[src/rtl/data_mem_arb_pkg.sv]
`default_nettype none
// ============================================================================
// Module      : data_mem_arb_pkg
// Description : Shared types and constants for the data memory arbiter.
// Revision    : 1.0 - initial release
// ============================================================================
package data_mem_arb_pkg;

    localparam logic [2:0] ST_IDLE       = 3'd0;
    localparam logic [2:0] ST_ISSUE      = 3'd1;
    localparam logic [2:0] ST_WAIT_STALL = 3'd2;
    localparam logic [2:0] ST_WAIT_DONE  = 3'd3;
    localparam logic [2:0] ST_RESP       = 3'd4;

    typedef enum logic [2:0] {
        IDLE       = ST_IDLE,
        ISSUE      = ST_ISSUE,
        WAIT_STALL = ST_WAIT_STALL,
        WAIT_DONE  = ST_WAIT_DONE,
        RESP       = ST_RESP
    } arb_state_e;

    localparam logic M0 = 1'b0;
    localparam logic M1 = 1'b1;

    // Access size/sign codes understood by the data memory and the decoder
    localparam logic [3:0] SM_BYTE   = 4'b0001;
    localparam logic [3:0] SM_HALF   = 4'b0011;
    localparam logic [3:0] SM_WORD   = 4'b1111;
    localparam logic [3:0] SM_BYTE_U = 4'b1001;
    localparam logic [3:0] SM_HALF_U = 4'b1011;

    typedef struct packed {
        logic        we;
        logic [31:0] addr;
        logic [31:0] wdata;
        logic [3:0]  sign_mask;
    } mem_req_t;

endpackage
`default_nettype wire

[src/rtl/arb_pick2.sv]
`default_nettype none
// ============================================================================
// Module      : arb_pick2
// Description : Combinational two-way winner select, fixed or round-robin.
// Revision    : 1.0 - initial release
// ============================================================================
module arb_pick2
    import data_mem_arb_pkg::*;
#(
    parameter int ARB_MODE = 1
) (
    input  logic req0_i,
    input  logic req1_i,
    input  logic last_grant_i,
    output logic valid_o,
    output logic winner_o
);

    always_comb begin
        valid_o  = req0_i | req1_i;
        winner_o = M0;
        if (ARB_MODE == 0) begin
            winner_o = req0_i ? M0 : M1;
        end else if (req0_i && req1_i) begin
            winner_o = ~last_grant_i;
        end else begin
            winner_o = req1_i ? M1 : M0;
        end
    end

endmodule
`default_nettype wire

[src/rtl/data_mem_arbiter.sv]
`default_nettype none
// ============================================================================
// Module      : data_mem_arbiter
// Description : Two-master arbiter/sequencer for the stalling data memory port.
// Revision    : 1.0 - initial release
// ============================================================================
module data_mem_arbiter
    import data_mem_arb_pkg::*;
#(
    parameter int ARB_MODE       = 1,
    parameter int TIMEOUT_CYCLES = 15
) (
    input  logic        clk,
    input  logic        rst,

    input  logic        m0_req,
    input  logic        m0_we,
    input  logic [31:0] m0_addr,
    input  logic [31:0] m0_wdata,
    input  logic [3:0]  m0_sign_mask,
    output logic [31:0] m0_rdata,
    output logic        m0_done,
    output logic        m0_err,

    input  logic        m1_req,
    input  logic        m1_we,
    input  logic [31:0] m1_addr,
    input  logic [31:0] m1_wdata,
    input  logic [3:0]  m1_sign_mask,
    output logic [31:0] m1_rdata,
    output logic        m1_done,
    output logic        m1_err,

    output logic [31:0] mem_addr,
    output logic [31:0] mem_write_data,
    output logic [3:0]  mem_sign_mask,
    output logic        mem_memread,
    output logic        mem_memwrite,
    input  logic [31:0] mem_read_data,
    input  logic        mem_clk_stall
);

    localparam logic [7:0] TIMEOUT_LIM = 8'(TIMEOUT_CYCLES);

    arb_state_e  state_q, state_d;
    logic        grant_q, grant_d;
    logic        last_grant_q, last_grant_d;
    logic [7:0]  cnt_q, cnt_d;
    mem_req_t    pay_q, pay_d;
    logic [31:0] rdata_q, rdata_d;
    logic        err_q, err_d;
    logic        rd_q, rd_d;
    logic        wr_q, wr_d;
    logic [1:0]  done_q, done_d;

    logic        pick_valid;
    logic        pick_winner;
    mem_req_t    m0_pay;
    mem_req_t    m1_pay;
    logic [7:0]  cnt_inc;
    logic [1:0]  done_sel;

    assign m0_pay   = '{we: m0_we, addr: m0_addr, wdata: m0_wdata, sign_mask: m0_sign_mask};
    assign m1_pay   = '{we: m1_we, addr: m1_addr, wdata: m1_wdata, sign_mask: m1_sign_mask};
    assign cnt_inc  = cnt_q + 8'd1;
    assign done_sel = (grant_q == M1) ? 2'b10 : 2'b01;

    arb_pick2 #(
        .ARB_MODE (ARB_MODE)
    ) u_pick (
        .req0_i       (m0_req),
        .req1_i       (m1_req),
        .last_grant_i (last_grant_q),
        .valid_o      (pick_valid),
        .winner_o     (pick_winner)
    );

    always_comb begin
        state_d      = state_q;
        grant_d      = grant_q;
        last_grant_d = last_grant_q;
        cnt_d        = cnt_q;
        pay_d        = pay_q;
        rdata_d      = rdata_q;
        err_d        = err_q;
        rd_d         = 1'b0;
        wr_d         = 1'b0;
        done_d       = 2'b00;

        case (state_q)
            IDLE: begin
                // A busy memory may still be finishing an access orphaned by reset
                if (pick_valid && !mem_clk_stall) begin
                    grant_d      = pick_winner;
                    last_grant_d = pick_winner;
                    pay_d        = (pick_winner == M1) ? m1_pay : m0_pay;
                    rd_d         = ~pay_d.we;
                    wr_d         = pay_d.we;
                    state_d      = ISSUE;
                end
            end
            ISSUE: begin
                cnt_d   = '0;
                state_d = WAIT_STALL;
            end
            WAIT_STALL: begin
                cnt_d = cnt_inc;
                if (cnt_inc == TIMEOUT_LIM) begin
                    rdata_d = '0;
                    err_d   = 1'b1;
                    done_d  = done_sel;
                    state_d = RESP;
                end else if (mem_clk_stall) begin
                    state_d = WAIT_DONE;
                end
            end
            WAIT_DONE: begin
                cnt_d = cnt_inc;
                if (!mem_clk_stall) begin
                    rdata_d = pay_q.we ? 32'd0 : mem_read_data;
                    err_d   = 1'b0;
                    done_d  = done_sel;
                    state_d = RESP;
                end else if (cnt_inc == TIMEOUT_LIM) begin
                    rdata_d = '0;
                    err_d   = 1'b1;
                    done_d  = done_sel;
                    state_d = RESP;
                end
            end
            RESP: begin
                state_d = IDLE;
            end
            default: begin
                state_d = IDLE;
            end
        endcase
    end

    always_ff @(posedge clk or posedge rst) begin
        if (rst) begin
            state_q      <= IDLE;
            grant_q      <= M0;
            last_grant_q <= M1;
            cnt_q        <= '0;
            pay_q        <= '0;
            rdata_q      <= '0;
            err_q        <= 1'b0;
            rd_q         <= 1'b0;
            wr_q         <= 1'b0;
            done_q       <= 2'b00;
        end else begin
            state_q      <= state_d;
            grant_q      <= grant_d;
            last_grant_q <= last_grant_d;
            cnt_q        <= cnt_d;
            pay_q        <= pay_d;
            rdata_q      <= rdata_d;
            err_q        <= err_d;
            rd_q         <= rd_d;
            wr_q         <= wr_d;
            done_q       <= done_d;
        end
    end

    assign mem_addr       = pay_q.addr;
    assign mem_write_data = pay_q.wdata;
    assign mem_sign_mask  = pay_q.sign_mask;
    assign mem_memread    = rd_q;
    assign mem_memwrite   = wr_q;

    // Response fields are only meaningful alongside the done pulse
    assign m0_done  = done_q[0];
    assign m1_done  = done_q[1];
    assign m0_err   = done_q[0] & err_q;
    assign m1_err   = done_q[1] & err_q;
    assign m0_rdata = done_q[0] ? rdata_q : 32'd0;
    assign m1_rdata = done_q[1] ? rdata_q : 32'd0;

endmodule
`default_nettype wire

[config.mk]
export PLATFORM = sky130hd
export DESIGN_NAME = data_mem_arbiter
export DESIGN_NICKNAME = d
export VERILOG_FILES = /design/src/rtl/data_mem_arb_pkg.sv /design/src/rtl/arb_pick2.sv /design/src/rtl/data_mem_arbiter.sv
export SDC_FILE = /design/constraint.sdc
export NUM_CORES = 1
export LEC_CHECK = 0
export CORE_MARGIN = 2
export CORE_UTILIZATION = 37
export DETAILED_ROUTE_END_ITERATION = 6
export GPL_TIMING_DRIVEN = 0
export PLACE_DENSITY = 0.77
export REMOVE_ABC_BUFFERS = 1
export SYNTH_ARGS = -nofsm -noshare
export SYNTH_HDL_FRONTEND = slang
export SYNTH_SLANG_ARGS = --single-unit
[constraint.sdc]
create_clock -name clk -period 3.6 [get_ports clk]
set_input_delay 0.54 -clock clk [delete_from_list [all_inputs] [get_ports clk]]
set_output_delay 0.54 -clock clk [all_outputs]
set_load 0.01 [all_outputs]
## Yosys cells after proc, flatten, opt, wreduce, memory -nomap -nowiden

Cells that the tools add are included.

- Register bits after elaboration: 119
- Bits in latches: 0
- RAM bits: 0
- Bits in read-only memories: 0
- Input port bits: 175
- Output and inout port bits: 138
- Memories: 0

- $add $sub $neg: 1
- Multipliers: 0
- Divide/modulo/power cells: 0
- $lt $le $gt $ge: 0
- Equality and inequality tests: 7
- Shift operators: 0
- Muxes and demuxes: 27
- Bitwise logic cells: 5
- Reductions and logical operators: 9

Operator list:

| cell | number |
|---|---|
| 32-bit two-way mux | 5 |
| 69-bit two-way mux | 1 |
| 32-bit one-hot mux with 2 select lines | 1 |
| 8-bit one-hot mux with 2 select lines | 1 |
| 3-bit two-way mux | 5 |
| 3-bit one-hot mux with 4 select lines | 1 |
| 8-bit by 1-bit adder with 8-bit output (second input constant) | 1 |
| 8-bit by 4-bit == test with 1-bit output (second input constant) | 1 |
| 1-bit two-way mux | 8 |
| 3-bit by 2-bit == test with 1-bit output (second input constant) | 2 |
| 2-bit two-way mux | 3 |
| 3-bit != test (second input constant) | 2 |
| 2-bit one-hot mux with 2 select lines | 1 |
| 2-bit nonzero test | 2 |
| 3-bit by 1-bit == test with 1-bit output (second input constant) | 1 |
| 3-bit zero test | 1 |
| 3-bit AND reduction | 1 |
| 1-bit bitwise AND | 2 |
| 1-bit logical AND | 2 |
| 2-bit != test (second input constant) | 1 |
| 1-bit inverter | 2 |
| 1-bit one-hot mux with 2 select lines | 1 |
| 2-bit AND reduction | 1 |
| 2-bit OR reduction | 1 |
| 2 further kinds | 2 |

## Depth between registers and ports, before layout

- Depth after elaboration: 6
- Gate-level depth with buffers: 6

## Cells and area by module

A second synthesis with hierarchy kept.

- Cell total of the unflattened synthesis: 605
- Area total of the unflattened synthesis: 6117.1 um^2

By module, submodules not included:

| module | instances | cells each | area an instance (um^2) |
|---|---|---|---|
| data_mem_arbiter | 1 | 603 | 6103.4 |
| arb_pick2 | 1 | 2 | 13.8 |

## Least setup slack after synthesis

OpenSTA, ideal clock, no wires.

- Path kind: reg-to-reg
- Start point: reg cnt_q[0]
- End point: reg state_q[1]
- Setup time: 0.144 ns
- Arrival: 1.465 ns
- Data required time: 3.456 ns
- Path slack: 1.991 ns
- Cell stages (with the launch flop): 7
- Clock period less this slack: 1.609 ns
- Path through: dfrtp_1 ha_1 xor2_1 nand4b_2 o21ai_4 buf_6 a21oi_1

- Longest elaborated chain between the ends: 4

Ends and longest elaborated chain:

| item | RTL line | source |
|---|---|---|
| from (decl) | data_mem_arbiter.sv:48 | `logic [7:0] cnt_q, cnt_d;` |
| from (signal assigned) | data_mem_arbiter.sv:156 | `cnt_q <= cnt_d;` |
| 8-bit by 1-bit adder with 8-bit output (*) | data_mem_arbiter.sv:65 | `assign cnt_inc = cnt_q + 8'd1;` |
| 8-bit by 4-bit == test with 1-bit output (*) | data_mem_arbiter.sv:108, data_mem_arbiter.sv:124 |  |
| 3-bit two-way mux or 3-bit != test (tied branches) | -- |  |
| 3-bit one-hot mux with 4 select lines or 3-bit AND reduction (tied branches) | -- |  |
| to (signal assigned) | data_mem_arbiter.sv:153 | `state_q <= state_d;` |
| to (decl) | data_mem_arbiter.sv:45 | `arb_state_e state_q, state_d;` |

Mark *: on every way between the ends. The rest lies on a longest branch, timed or not.
A chain may end at the register's enable or synchronous reset.

## Worst setup path in the final report

- Start point: reg done_q[1]
- End point: out m1_rdata[27]

- Longest elaborated chain between the ends: 1

Ends and longest elaborated chain:

| item | RTL line | source |
|---|---|---|
| from (decl) | data_mem_arbiter.sv:54 | `logic [1:0] done_q, done_d;` |
| from (signal assigned) | data_mem_arbiter.sv:162 | `done_q <= done_d;` |
| 32-bit two-way mux | data_mem_arbiter.sv:178 | `assign m1_rdata = done_q[1] ? rdata_q : 32'd0;` |
| to (decl) | data_mem_arbiter.sv:30 | `output logic [31:0] m1_rdata,` |

Every way passes these cells.

==> metrics.md <==
| Metric | Value |
|---|---|
| Status | `complete, no violations` |
| Commonest cells post-synth | `dfrtp_1, o21ai_0, nand2_1` |
| Clock share of power | `27.3%` |
| Reg-to-reg critical path startpoint | `cnt_q[0]` |
| RSZ-0062 raised after global routing | `false` |
| Detailed Routing Iterations Pass 1 | `5` |
| HPWL Detailed | `13.1 mm` |
| Rel. slew slack | `43.5%` |
| Cell Rows | `47` |
| Aggregate global-route resource usage | `18.9%` |
| Area share of the largest cell type after synthesis | `46.4%` |
| Design area | `about 0.0099 mm²` |
| Worst-Skew Late Latency | `a little over 0.4 ns` |
| Post-Synthesis Cells | `661` |
| Fin. Hold Viols | `0` |
| Number of global-route vias before repair | `5071` |
| GPL Wtd Cong | `~0.76` |
| Worst-path clk slew | `around 0.05 ns` |
| CP endpoint kind | `output pin` |
| Die Height | `135 µm` |
| CTS max path bufs | `2` |
| FMAX | `371 MHz` |
| Synth Register Bits | `119` |
| Cell with the most instances after synthesis | `dfrtp_1` |
| Area contributors post-synth | `dfrtp_1, mux2i_1, buf_4, o21ai_0, and2_1` |
| Reg power frac | `32.7%` |
| DRT Wirelength | `17.2 mm` |
| Die Width | `about 140 µm` |
| PwrDens | `710 mW/mm²` |
| Clock buffer count from CTS | `17` |
| Initial cell density of the core | `between 30% and 40%` |
| Total Power | `7030 µW` |
| Hold/Removal Path Class | `register to register` |
| Number of DRC markers in iteration 0 | `213` |
| DR vias/cell | `4.64` |
| Total leakage power | `0.00438 µW` |
| First-pass GRT wire length | `26.8 mm` |
| Sw Ratio | `32.2%` |
| # DRC | `0` |
| Period minus WS final | `approximately 2.7 ns` |
| Core Box Area | `~0.017 mm²` |
| CP arrival | `2.15 ns` |
| Final Util | `59.3%` |
| Pin count of the biggest net entering global routing | `67` |
| I/O pin count | `approximately 310` |
| Antenna cells | `0` |
| Number of I/O port buffers | `312` |
| Comb pwr share | `roughly two fifths` |
| Initial antenna violation count | `0` |
| Internal | `around 4800 µW` |
| Clk sinks | `119` |
| Critical path class | `register to output pin` |
| CP required | `3.06 ns` |
| Fin crit share | `74.9%` |
| Post_cts resized | `0` |
| Setup TNS | `0 ns` |
| Yosys top cell by area | `dfrtp_1` |
| Crit Path Max Fanout | `34` |
| Post-synth EDFFs | `0` |
| Final #Nets | `1069` |
| Synth cell types | `34` |
| Mapped Area | `0.00637 mm²` |
| CP startpoint | `done_q[1]` |
| Psw | `around 2300 µW` |
| Ys Warns | `0` |
| CTS Root Cell | `clkbuf_16` |
| Ys async rst share | `100%` |
| Hold Startpoint | `grant_q` |
| H-tree levels | `4` |
| CTS tree | `done` |
| GRT overflow | `0` |
| Peak VDD IR | `0.342 mV` |
| ANT nets after route | `0` |
| Post-Route Skew | `0.00678 ns` |
| Setup Viol. Count Final | `0` |
| MaxCap Viol Count | `0` |
| CP Launch Type | `register` |
| Post-synthesis sequential area ratio | `a little under half` |
| Postcts setup bufs | `0` |
| Ys flop type | `dfrtp_1` |
| Layout cells sized above 1 | `around 5.3%` |
| Die ar. | `0.0183 mm²` |
| Worst Tran Pin Value | `between 0.8 and 0.9 ns` |
| Via count | `5215` |
| Final max-slew violation count | `0` |
| Drt wl/cell | `between 15 and 20 µm` |
| # hold bufs at CTS | `0` |
| Area grow syn2layout | `55.5%` |
| DP Area | `0.00924 mm²` |
| Syn avg cell area | `9.63 µm²` |
cell families after synthesis:
logic type | after synthesis | synth area share [%]
compound gates | 153 | 13.8
buf+inv | 143 | 13.8
fa+ha+maj | 2 | 0.393
mux | 69 | 10.8
flops | 119 | 46.8
simple gates | 170 | 13.4
xor+xnor | 5 | 0.982
sequential cells by signal, summed over array words and instances, names as in the netlist, 2 cells and up:
signal and count:
mem_addr 32, done_q 2, state_q 3, rdata_q 32
mem_sign_mask 4, mem_write_data 32, cnt_q 8
routing by layer:
metal / routed length [µm] / track usage, % / vias to the layer above / share of wire, %
li1: - / - / 2600 / -
met1: 6970 / 22.8 / 2360 / 41
met2: 8420 / 31.8 / 232 / 49
met3: 1430 / 5.91 / 23 / 8.3
met4: 366 / 7.12 / 0 / 2.1
met5: 0 / 0 / - / 0
layout make-up:
type	count	area [µm²]
Fill cell	1459	6800
Timing Repair Buffer	321	3310
Sequential cell	119	2980
Multi-Input combinational cell	399	2540
Clock buffer	25	505
Tap cell	220	275
Clock inverter	7	163
Inverter	34	133
cell usage in the layout (no fill, tap or decap), types with 3 or more instances in the layout:
cell,count
mux2i_1,69
and3_1,3
nand2_1,81
buf_12,7
clkdlybuf4s50_1,312
clkbuf_8,5
nor3_1,3
bufinv_16,5
and2_1,67
o21ai_0,93
clkbuf_16,17
nor2_1,6
nand3_1,4
clkbuf_1,3
inv_1,33
a22oi_1,32
o21ai_1,17
xor2_1,4
dfrtp_1,118
metrics by stage:
stage          hold slack [ns]  cells  setup WS [ns]
6_report                 0.470   1125          0.905
5_1_grt                  0.484   1125          0.777
4_1_cts                  0.475   1125          0.890
3_5_place_dp             0.467   1093          0.696
3_3_place_gp             0.450   1084          -5.87
2_1_floorplan            0.424    552          -2.57
power by group through the flow:
stage	clock network [µW]	registers, µW	logic (µW)
2_1_floorplan	0	2420	1190
3_3_place_gp	0	2290	2810
3_5_place_dp	0	2320	2850
4_1_cts	1950	2300	2860
5_1_grt	2010	2390	3080
6_report	1920	2300	2810
worst max-delay path, stage by stage, from the launching register on:
cell	delay, ns
dfrtp_1	0.89
and2_1	0.29
clkdlybuf4s50_1	0.56
path summary, 6_finish.rpt:
path,to,slack [ns],cells after the start
min in group asynchronous,rdata_q[1],0.56,2
max in group asynchronous,mem_write_data[14],2.33,3
max,m1_rdata[27],0.91,2
min reg2reg,done_q[0],0.47,1
min,done_q[0],0.47,1
max reg2reg,rdata_q[13],1.45,5
No activity file was read; power rests on OpenSTA's default activity.
